**src/rtl/lut_div_pkg.sv**
```systemverilog
// rtl/lut_div_pkg.sv - shared state encoding and width constants for the radix-4 LUT divider
package lut_div_pkg;

  typedef enum logic [1:0] {
    IDLE = 2'd0,
    CALC = 2'd1,
    DONE = 2'd2
  } div_state_e;

  localparam int DIGIT_W = 2;

  // Partial remainder carries two guard bits so 3x the divisor never truncates.
  function automatic int pr_width(input int divisor_w);
    return divisor_w + DIGIT_W;
  endfunction

endpackage

```
**src/rtl/lut_div_digit_sel.sv**
```systemverilog
// rtl/lut_div_digit_sel.sv - picks the largest radix-4 digit q with q*divisor <= P
module lut_div_digit_sel
  import lut_div_pkg::*;
#(
  parameter int DIVISOR_W = 4
) (
  input  logic [DIVISOR_W+DIGIT_W-1:0] p_i,
  input  logic [DIVISOR_W-1:0]         divisor_i,
  output logic [DIGIT_W-1:0]           digit_o,
  output logic [DIVISOR_W+DIGIT_W-1:0] r_next_o
);

  localparam int PR_W = pr_width(DIVISOR_W);

  logic [PR_W-1:0] m1, m2, m3;

  assign m1 = PR_W'(divisor_i);
  assign m2 = m1 << 1;
  assign m3 = m2 + m1;

  // A zero divisor makes every multiple zero, so the digit saturates at 3.
  always_comb begin
    digit_o  = 2'd0;
    r_next_o = p_i;
    if (p_i >= m3) begin
      digit_o  = 2'd3;
      r_next_o = p_i - m3;
    end else if (p_i >= m2) begin
      digit_o  = 2'd2;
      r_next_o = p_i - m2;
    end else if (p_i >= m1) begin
      digit_o  = 2'd1;
      r_next_o = p_i - m1;
    end
  end

endmodule

```
**src/rtl/lut_divider_2b.sv**
```systemverilog
// rtl/lut_divider_2b.sv - sequential radix-4 LUT divider with start/busy/done handshake
// Defining DIV_ZERO_ERR_EN adds the div_err output flagging a zero divisor.
module lut_divider_2b
  import lut_div_pkg::*;
#(
  parameter int DIVIDEND_W = 8,
  parameter int DIVISOR_W  = 4
) (
  input  logic                  clk,
  input  logic                  reset,
  input  logic                  start,
  input  logic [DIVIDEND_W-1:0] dividend,
  input  logic [DIVISOR_W-1:0]  divisor,
  output logic                  busy,
  output logic                  done,
  output logic [DIVIDEND_W-1:0] quotient,
  output logic [DIVISOR_W-1:0]  remainder
`ifdef DIV_ZERO_ERR_EN
  ,
  output logic                  div_err
`endif
);

  localparam int PR_W  = pr_width(DIVISOR_W);
  localparam int ITER  = DIVIDEND_W / DIGIT_W;
  localparam int CNT_W = $clog2(ITER + 1);

  div_state_e            state_q, state_d;
  logic [CNT_W-1:0]      cnt_q, cnt_d;
  logic [DIVIDEND_W-1:0] dvd_q, dvd_d;
  logic [DIVISOR_W-1:0]  dvs_q, dvs_d;
  logic [PR_W-1:0]       rem_q, rem_d;
  logic [DIVIDEND_W-1:0] quo_q, quo_d;
  logic [DIVIDEND_W-1:0] quotient_q, quotient_d;
  logic [DIVISOR_W-1:0]  remainder_q, remainder_d;
`ifdef DIV_ZERO_ERR_EN
  logic                  err_q, err_d;
`endif

  logic [PR_W-1:0]               p;
  logic [DIGIT_W-1:0]            digit;
  logic [PR_W-1:0]               r_next;
  logic [DIVIDEND_W+DIGIT_W-1:0] quo_wide;
  logic [DIVIDEND_W-1:0]         quo_next;

  assign p        = (rem_q << DIGIT_W) | PR_W'(dvd_q[DIVIDEND_W-1 -: DIGIT_W]);
  assign quo_wide = {quo_q, digit};
  assign quo_next = quo_wide[DIVIDEND_W-1:0];

  lut_div_digit_sel #(
    .DIVISOR_W (DIVISOR_W)
  ) u_digit_sel (
    .p_i       (p),
    .divisor_i (dvs_q),
    .digit_o   (digit),
    .r_next_o  (r_next)
  );

  always_comb begin
    state_d     = state_q;
    cnt_d       = cnt_q;
    dvd_d       = dvd_q;
    dvs_d       = dvs_q;
    rem_d       = rem_q;
    quo_d       = quo_q;
    quotient_d  = quotient_q;
    remainder_d = remainder_q;
`ifdef DIV_ZERO_ERR_EN
    err_d       = err_q;
`endif
    case (state_q)
      IDLE, DONE: begin
        if (start) begin
          dvd_d   = dividend;
          dvs_d   = divisor;
          rem_d   = '0;
          quo_d   = '0;
          cnt_d   = CNT_W'(ITER);
          state_d = CALC;
        end else begin
          state_d = IDLE;
        end
      end
      CALC: begin
        rem_d = r_next;
        quo_d = quo_next;
        dvd_d = dvd_q << DIGIT_W;
        cnt_d = cnt_q - CNT_W'(1);
        if (cnt_q == CNT_W'(1)) begin
          quotient_d  = quo_next;
          // With a zero divisor R just accumulates dividend bits; report zero instead.
          remainder_d = (dvs_q == '0) ? '0 : r_next[DIVISOR_W-1:0];
`ifdef DIV_ZERO_ERR_EN
          err_d       = (dvs_q == '0);
`endif
          state_d     = DONE;
        end
      end
      default: state_d = IDLE;
    endcase
  end

  always_ff @(posedge clk) begin
    if (reset) begin
      state_q     <= IDLE;
      cnt_q       <= '0;
      dvd_q       <= '0;
      dvs_q       <= '0;
      rem_q       <= '0;
      quo_q       <= '0;
      quotient_q  <= '0;
      remainder_q <= '0;
`ifdef DIV_ZERO_ERR_EN
      err_q       <= 1'b0;
`endif
    end else begin
      state_q     <= state_d;
      cnt_q       <= cnt_d;
      dvd_q       <= dvd_d;
      dvs_q       <= dvs_d;
      rem_q       <= rem_d;
      quo_q       <= quo_d;
      quotient_q  <= quotient_d;
      remainder_q <= remainder_d;
`ifdef DIV_ZERO_ERR_EN
      err_q       <= err_d;
`endif
    end
  end

  assign busy      = (state_q == CALC);
  assign done      = (state_q == DONE);
  assign quotient  = quotient_q;
  assign remainder = remainder_q;
`ifdef DIV_ZERO_ERR_EN
  assign div_err   = err_q;
`endif

endmodule

```
**config.mk**
```make
export PLATFORM = sky130hd
export DESIGN_NAME = lut_divider_2b
export DESIGN_NICKNAME = d
export VERILOG_FILES = /design/src/rtl/lut_div_pkg.sv /design/src/rtl/lut_div_digit_sel.sv /design/src/rtl/lut_divider_2b.sv
export SDC_FILE = /design/constraint.sdc
export NUM_CORES = 1
export LEC_CHECK = 0
export ABC_CLOCK_PERIOD_IN_PS = 5300
export CORE_UTILIZATION = 49
export DETAILED_ROUTE_END_ITERATION = 8
export PLACE_DENSITY = 0.82
export SLEW_MARGIN = 20
export SYNTH_ARGS = -nofsm -noshare
export SYNTH_HDL_FRONTEND = slang
export SYNTH_HIERARCHICAL = 1
export SYNTH_SLANG_ARGS = --single-unit
export TNS_END_PERCENT = 30
```
**constraint.sdc**
```tcl
create_clock -name clk -period 5.3 [get_ports clk]
set_input_delay 1.325 -clock clk [delete_from_list [all_inputs] [get_ports clk]]
set_output_delay 1.325 -clock clk [all_outputs]
set_load 0.02 [all_outputs]
```
==> results of run 1 <==
-- power by group through the flow --
| stage | registers, mW | clock network (mW) | logic, mW |
|---|---|---|---|
| 2_1_floorplan | 0.335 | 0 | 0.237 |
| 3_3_place_gp | 0.340 | 0 | 0.284 |
| 3_5_place_dp | 0.341 | 0 | 0.293 |
| 4_1_cts | 0.334 | 0.194 | 0.294 |
| 5_1_grt | 0.337 | 0.207 | 0.328 |
| 6_report | 0.334 | 0.189 | 0.298 |
-- flip-flops by register name (all words and copies together), names as in the netlist --
register	cells
quo_q	6
quotient	8
dvd_q	8
dvs_q	4
cnt_q	3
state_q	2
remainder	4
rem_q	4
-- worst min-delay path, cell delays in order, from the launching register on --
cell     delay (ps)
dfxtp_1         310
nand2_1          50
a21oi_1          50
-- final cells by class --
class                   count  area [sq um]  share of cell area (%)
multi-input cells         205          1330                    51.0
clock inverters             1          5.00                   0.192
flip-flops and latches     39           781                    29.9
well taps                  52          65.1                    2.49
clock buffers               7          76.3                    2.92
repair buffers             30           295                    11.3
inverters                  15          57.6                    2.21
-- metal layers --
metal  vias up  track usage [%]  wire (um)
li1        989                -          -
met1       921             26.2       2260
met2        53             33.7       2260
met3        13             4.04        183
met4         0             7.11         85
met5         -                0          0
-- layout by cell type (no fill, tap or decap), drive strengths merged, types with 2 or more instances in the layout --
master and n:
nand2 54, dfxtp 39, a21oi 33, clkdlybuf4s50 28, ha 19, nand3 16, inv 14, nor2 14
clkbuf 7, nor2b 6, a311oi 6, o21ai 5, nand3b 5, o21a 5, o31ai 4, fa 4
nand2b 3, or3 3, xor2 3, a31oi 3, clkinv 2, buf 2, xnor2 2, or2 2
-- per-stage QoR --
stage | utilization [%] | worst slack [ps] | hold WS [ps]
5_1_grt | 59.5 | 1640 | 475
3_3_place_gp | 57.7 | 2090 | 441
2_1_floorplan | - | 2520 | 432
6_report | 59.5 | 1910 | 457
4_1_cts | 59.5 | 1960 | 459
3_5_place_dp | 57.7 | 1970 | 449
-- path summary, 6_finish.rpt --
kind | startpoint | end | depth (start not counted)
worst max-delay path | dvs_q[1] | remainder[0] | 11
worst min-delay path | quotient[5] | quotient[5] | 2
worst max register to register | dvs_q[1] | remainder[0] | 11
worst min register to register | quotient[5] | quotient[5] | 2
==> summary.txt, run 1 <==
Logic synthesis
  • Synthesized instance count: approximately 280
  • Syn_area_per_cell: between 8 and 9 sq um
  • Post-Synthesis Cell Area: roughly 2300 sq um
  • Yosys warning count: 6
  • Syn_nets: approximately 310

Routing
  • Drt initial violations: between 100 and 150
  • First drt pass iteration count: 4
  • Vias/cell: 5.66
  • Final WL: around 4800 um
  • Via count: 1976
  • Average wire per standard cell: between 10 and 15 um
  • Drt drc: 0
  • Antenna-violating nets left: 0

Timing
  • Final slew viol count: 0
  • Final period util: around 64%
  • Fin crit period: between 3000 and 4000 ps
  • Setup TNS: 0 ps
  • Max frequency: about 0.30 GHz
  • Final hold vios: 0
  • Count of final setup violators: 0
  • Relative slew margins: between 30% and 40%
  • Final setup skew: 5.61 ps
  • Slew @ Worst Pin: around 1000 ps
  • RSZ-0062 raised after global routing: false

Setup path
  • Crit-path max cell delay: slightly above 600 ps
  • Crit path arrival time: around 3600 ps
  • Maximum fanout along the worst path: 8
  • Critical path class: reg2reg
  • Slowest cell on crit path: o41ai_2
  • Worst setup EP type: flop
  • Setup crit start kind: flop
  • Crit path max-delay family: compound AO/OA/AOI/OAI gates
  • Crit path top cell by count: ha_1
  • Worst Path Required: around 5500 ps
  • Cell Chain, Critical Path: ha_1 -> inv_1 -> fa_1 -> ha_1 -> nor2b_1 -> o31a_1 -> o41ai_2 -> a21boi_1 -> mux2i_1 -> nand2_1 -> o31ai_1
  • WP buf/inv: 1
  • Reg2Reg Setup Slack: between 1500 and 2000 ps

Min path
  • Hold WC Path Type: reg2reg

Placed design
  • Inst Count DP: between 300 and 400
  • # port buffers: 28
  • Post-DP Area: between 2000 and 3000 sq um
  • DP HPWL: 3610 um
  • GPL Wtd Cong: 0.911

Global route
  • Largest net degree at the start of global routing: 31
  • Initial antenna violation count: 0
  • Total gr overflow: 0
  • GRT Total Usage: ~20%
  • Vias in the first global route: 1787
  • First-pass GRT wire length: 8020 um

Pwr
  • Internal: 0.532 mW
  • Switch share: 35.2%
  • Power Dens Cells: about 310 nW/um^2
  • Comb pwr share: 36.3%
  • Seq pwr share: roughly two fifths
  • Pleak: a little under 1 nW
  • Worst vdd ir: approximately 210 uV
  • Overall Power: approximately 0.82 mW
  • Sw Pwr: ~0.29 mW
  • Clock share of power: around 23%

Clocking
  • H-Tree Depth: 2
  • Hold buffer count at CTS: 0
  • # resized after CTS: 0
  • Sink Count: 39
  • Clock Path Buffers: 2
  • Clock transition at path regs: 70 ps
  • Root Driver: clkbuf_8
  • Worst-Skew Late Latency: about 280 ps
  • Post-CTS setup buffer count: 0
  • CTS tree: done
  • Total CTS buffers: 5

Die
  • Die Wd: ~70 um
  • IO Pins: 29
  • Core Footprint: approximately 4400 sq um
  • Starting density of the core: around half
  • Die Span Y: approximately 70 um
  • Die ar.: ~5000 sq um
  • Num rows: 24

Finish
  • Layout cell share with drive strength beyond 1: under 10%
  • Fin area: roughly 2600 sq um
  • Layout area overhead: 15.2%
  • Non-Filler Instances: about 350
  • Fillers: 394
  • Number of diodes: 0
  • Net count of the finished layout: ~330

Status
  • Status: completed

Job
  • # Max-Cap Violations: 0
Note: power is estimated with default switching activity, not from simulation.
==> run 2: changes to the inputs <==
--- a/config.mk
+++ b/config.mk
@@ -5,10 +5,10 @@
 export SDC_FILE = /design/constraint.sdc
 export NUM_CORES = 1
 export LEC_CHECK = 0
-export ABC_CLOCK_PERIOD_IN_PS = 5300
+export ABC_CLOCK_PERIOD_IN_PS = 3100
 export CORE_UTILIZATION = 49
 export DETAILED_ROUTE_END_ITERATION = 8
-export PLACE_DENSITY = 0.82
+export PLACE_DENSITY = 0.85
 export SLEW_MARGIN = 20
 export SYNTH_ARGS = -nofsm -noshare
 export SYNTH_HDL_FRONTEND = slang
==> constraint.sdc (replaced) <==
create_clock -name clk -period 3.1 [get_ports clk]
set_input_delay 0.775 -clock clk [delete_from_list [all_inputs] [get_ports clk]]
set_output_delay 0.775 -clock clk [all_outputs]
set_load 0.02 [all_outputs]
==> summary.txt, run 2 (synthesized netlist as in run 1, its figures left out) <==
Status
  • Status: completed

Setup path
  • Crit path top cell by count: ha_1
  • Critical path class: reg2reg
  • Crit path max-delay family: adder cells
  • Worst setup EP type: flop
  • R2R depth: 11 (unchanged)
  • Setup crit start kind: flop
  • Reg2Reg Setup Slack: 110 ps (-1800 ps)
  • Cell Chain, Critical Path: ha_1 -> inv_1 -> fa_1 -> ha_1 -> nor2b_1 -> o31a_1 -> o41ai_2 -> a21boi_2 -> mux2i_1 -> nand2_1 -> o31ai_1
  • RR Endpoint: remainder[0]
  • WP buf/inv: 1 (unchanged)
  • Slowest cell on crit path: fa_1
  • Crit path arrival time: 3190 ps (-390 ps)
  • Maximum fanout along the worst path: 5 (-3)
  • Crit-path max cell delay: 440 ps (-170 ps)
  • RR Startpoint: dvs_q[0]
  • Worst Path Required: 3300 ps (-2190 ps)

Global route
  • Gr busiest metal: met2
  • M3 GR Usage: 3.46% (-0.58 points)
  • GRT Total Usage: 20.3% (about the same)
  • Global-route track usage on met1: 25.1% (-1.1 points)
  • Total gr overflow: 0 (unchanged)
  • First-pass GRT wire length: 8030 um (about the same)
  • Initial antenna violation count: 0 (unchanged)
  • Largest net degree at the start of global routing: 28 (-9.7%)
  • Vias in the first global route: 1869 (+4.6%)
  • Met2 Use GR: 34.8% (+1.2 points)

Routing
  • Via count: 1987 (+0.56%)
  • Drt drc: 0 (unchanged)
  • Vias/cell: 5.61 (-0.86%)
  • Final WL: 4770 um (-0.27%)
  • First drt pass iteration count: 4 (unchanged)
  • Average wire per standard cell: 13.5 um (-1.7%)
  • Drt initial violations: 85 (-19%)
  • Antenna-violating nets left: 0 (unchanged)

Timing
  • Final period util: 96.5% (+33 points)
  • Count of final setup violators: 0 (unchanged)
  • Relative slew margins: 46.1% (+13 points)
  • Min Hold Slack: 455 ps (-2.43 ps)
  • Final hold vios: 0 (unchanged)
  • Final setup skew: 4.15 ps (-1.47 ps)
  • Final slew viol count: 0 (unchanged)
  • Fin crit period: 2990 ps (-396 ps)
  • Slew @ Worst Pin: 806 ps (-201 ps)
  • Max frequency: 0.334 GHz (+13%)

Finish
  • Final core utilization: 60.6% (+1.0 points)
  • Fillers: 399 (+1.3%)
  • Layout area overhead: 17.2%
  • Most frequent cells in the layout: nand2_1, dfxtp_1, a21oi_1
  • Layout cell share with drive strength beyond 1: 8.28% (+2.9 points)
  • Most common cell after layout, fill and taps aside: nand2_1
  • Area occupied by multi-input gates: 1330 sq um (+0.28%)
  • Net count of the finished layout: 339 (+1.5%)
  • Number of diodes: 0 (unchanged)
  • Storage cell area: 782 sq um (+0.16%)

Job
  • # Max-Cap Violations: 0 (unchanged)

Placed design
  • # port buffers: 28 (unchanged)
  • GPL Wtd Cong: 0.966 (+6.0%)
  • DP HPWL: 3660 um (+1.2%)

Clocking
  • Clock Path Buffers: 2 (unchanged)
  • H-Tree Depth: 2 (unchanged)
  • Hold buffer count at CTS: 0 (unchanged)
  • Sink Count: 39 (unchanged)
  • Root Driver: clkbuf_8
  • Worst-Skew Late Latency: 290 ps (about the same)
  • Total CTS buffers: 5 (unchanged)
  • CTS tree: done
  • Clock transition at path regs: 80 ps (about the same)

Min path
  • Hold Path Cell Cnt: 2 (unchanged)
  • Hold endpoint: quotient[3]
  • Hold WC Path Type: reg2reg
  • Min-delay src: quotient[3]

Die
  • Core Footprint: 4380 sq um (unchanged)
  • IO Pins: 29 (unchanged)
  • Starting density of the core: 51.7% (unchanged)
  • Die Wd: 70.0 um (unchanged)
  • Die Span Y: 70.0 um (unchanged)
  • Die ar.: 4900 sq um (unchanged)
  • Num rows: 24 (unchanged)

Pwr
  • Power Dens Cells: 543 nW/um^2 (+72%)
  • Pleak: 1.00 nW (+3.1%)
  • Worst vdd ir: 394 uV (+89%)
==> run 2: changes by cell type in the layout (fill, tap and decap cells not counted) <==
cell / delta
buf_4: +5
a21boi_1: -1
clkbuf_1: -2
a21boi_2: +1
clkinv_2: +2
dfxtp_2: +1
dfxtp_1: -1
==> run 2: metrics by stage <==
step                      setup WS [ps]  std cells  total power, mW  setup TNS, ps  instance area, sq um
final                               109        354             1.44              0                  2660
after global routing              -25.3        354             1.53          -26.3                  2660
after floorplan                     316        275            0.978              0                  2260
after detailed placement           94.6        345             1.09              0                  2560
after CTS                          49.9        353             1.42              0                  2640
after global placement              244        345             1.08              0                  2560
==> run 2: worst max path at each step <==
stage,from,end,cells past startpoint
3_5_place_dp,dvs_q[1],remainder[0],11
6_report,dvs_q[0],remainder[0],11
2_1_floorplan,dvs_q[1],remainder[0],11
4_1_cts,dvs_q[1],remainder[0],11
5_1_grt,dvs_q[0],remainder[0],11
3_3_place_gp,dvs_q[1],remainder[0],11
==> run 2: area by class of cell <==
class,count,area share [%]
sequential,39,29.5
clock inverter,3,0.566
clock buffer,5,2.59
tap,52,2.45
timing repair buffer,35,12.5
inverter,15,2.17
multi-input combinational,205,50.2
==> run 2: what timing repair did <==
action,4_1_cts,5_1_grt
gates resized for setup,0,2
buffers inserted,0,1
endpoints found under the setup margin,0,3
==> run 2: where the power goes <==
| group | internal [mW] | switching [mW] |
|---|---|---|
| registers | 0.536 | 0.0350 |
| clock network | 0.154 | 0.173 |
| logic | 0.248 | 0.296 |
| total | 0.937 | 0.503 |
==> run 2: per-layer routing <==
metal	wire [um]	share of wire, %	up-vias
met5	0	0	-
met4	89	1.9	0
met3	177	3.7	11
met2	2320	49	53
met1	2190	46	921
li1	-	-	1002
==> run 2: worst min-delay path, delay by kind of cell, from the launching register on <==
family          cells  cell delay [ps]
compound gates      1               50
flops               1              310
simple gates        1               50
==> run 3: changes to the inputs <==
--- a/config.mk
+++ b/config.mk
@@ -14,4 +14,4 @@
 export SYNTH_HDL_FRONTEND = slang
 export SYNTH_HIERARCHICAL = 1
 export SYNTH_SLANG_ARGS = --single-unit
-export TNS_END_PERCENT = 30
+export TNS_END_PERCENT = 20
==> results of run 3 <==
Same layout as run 2: the final DEF is identical, and so are final timing and power.
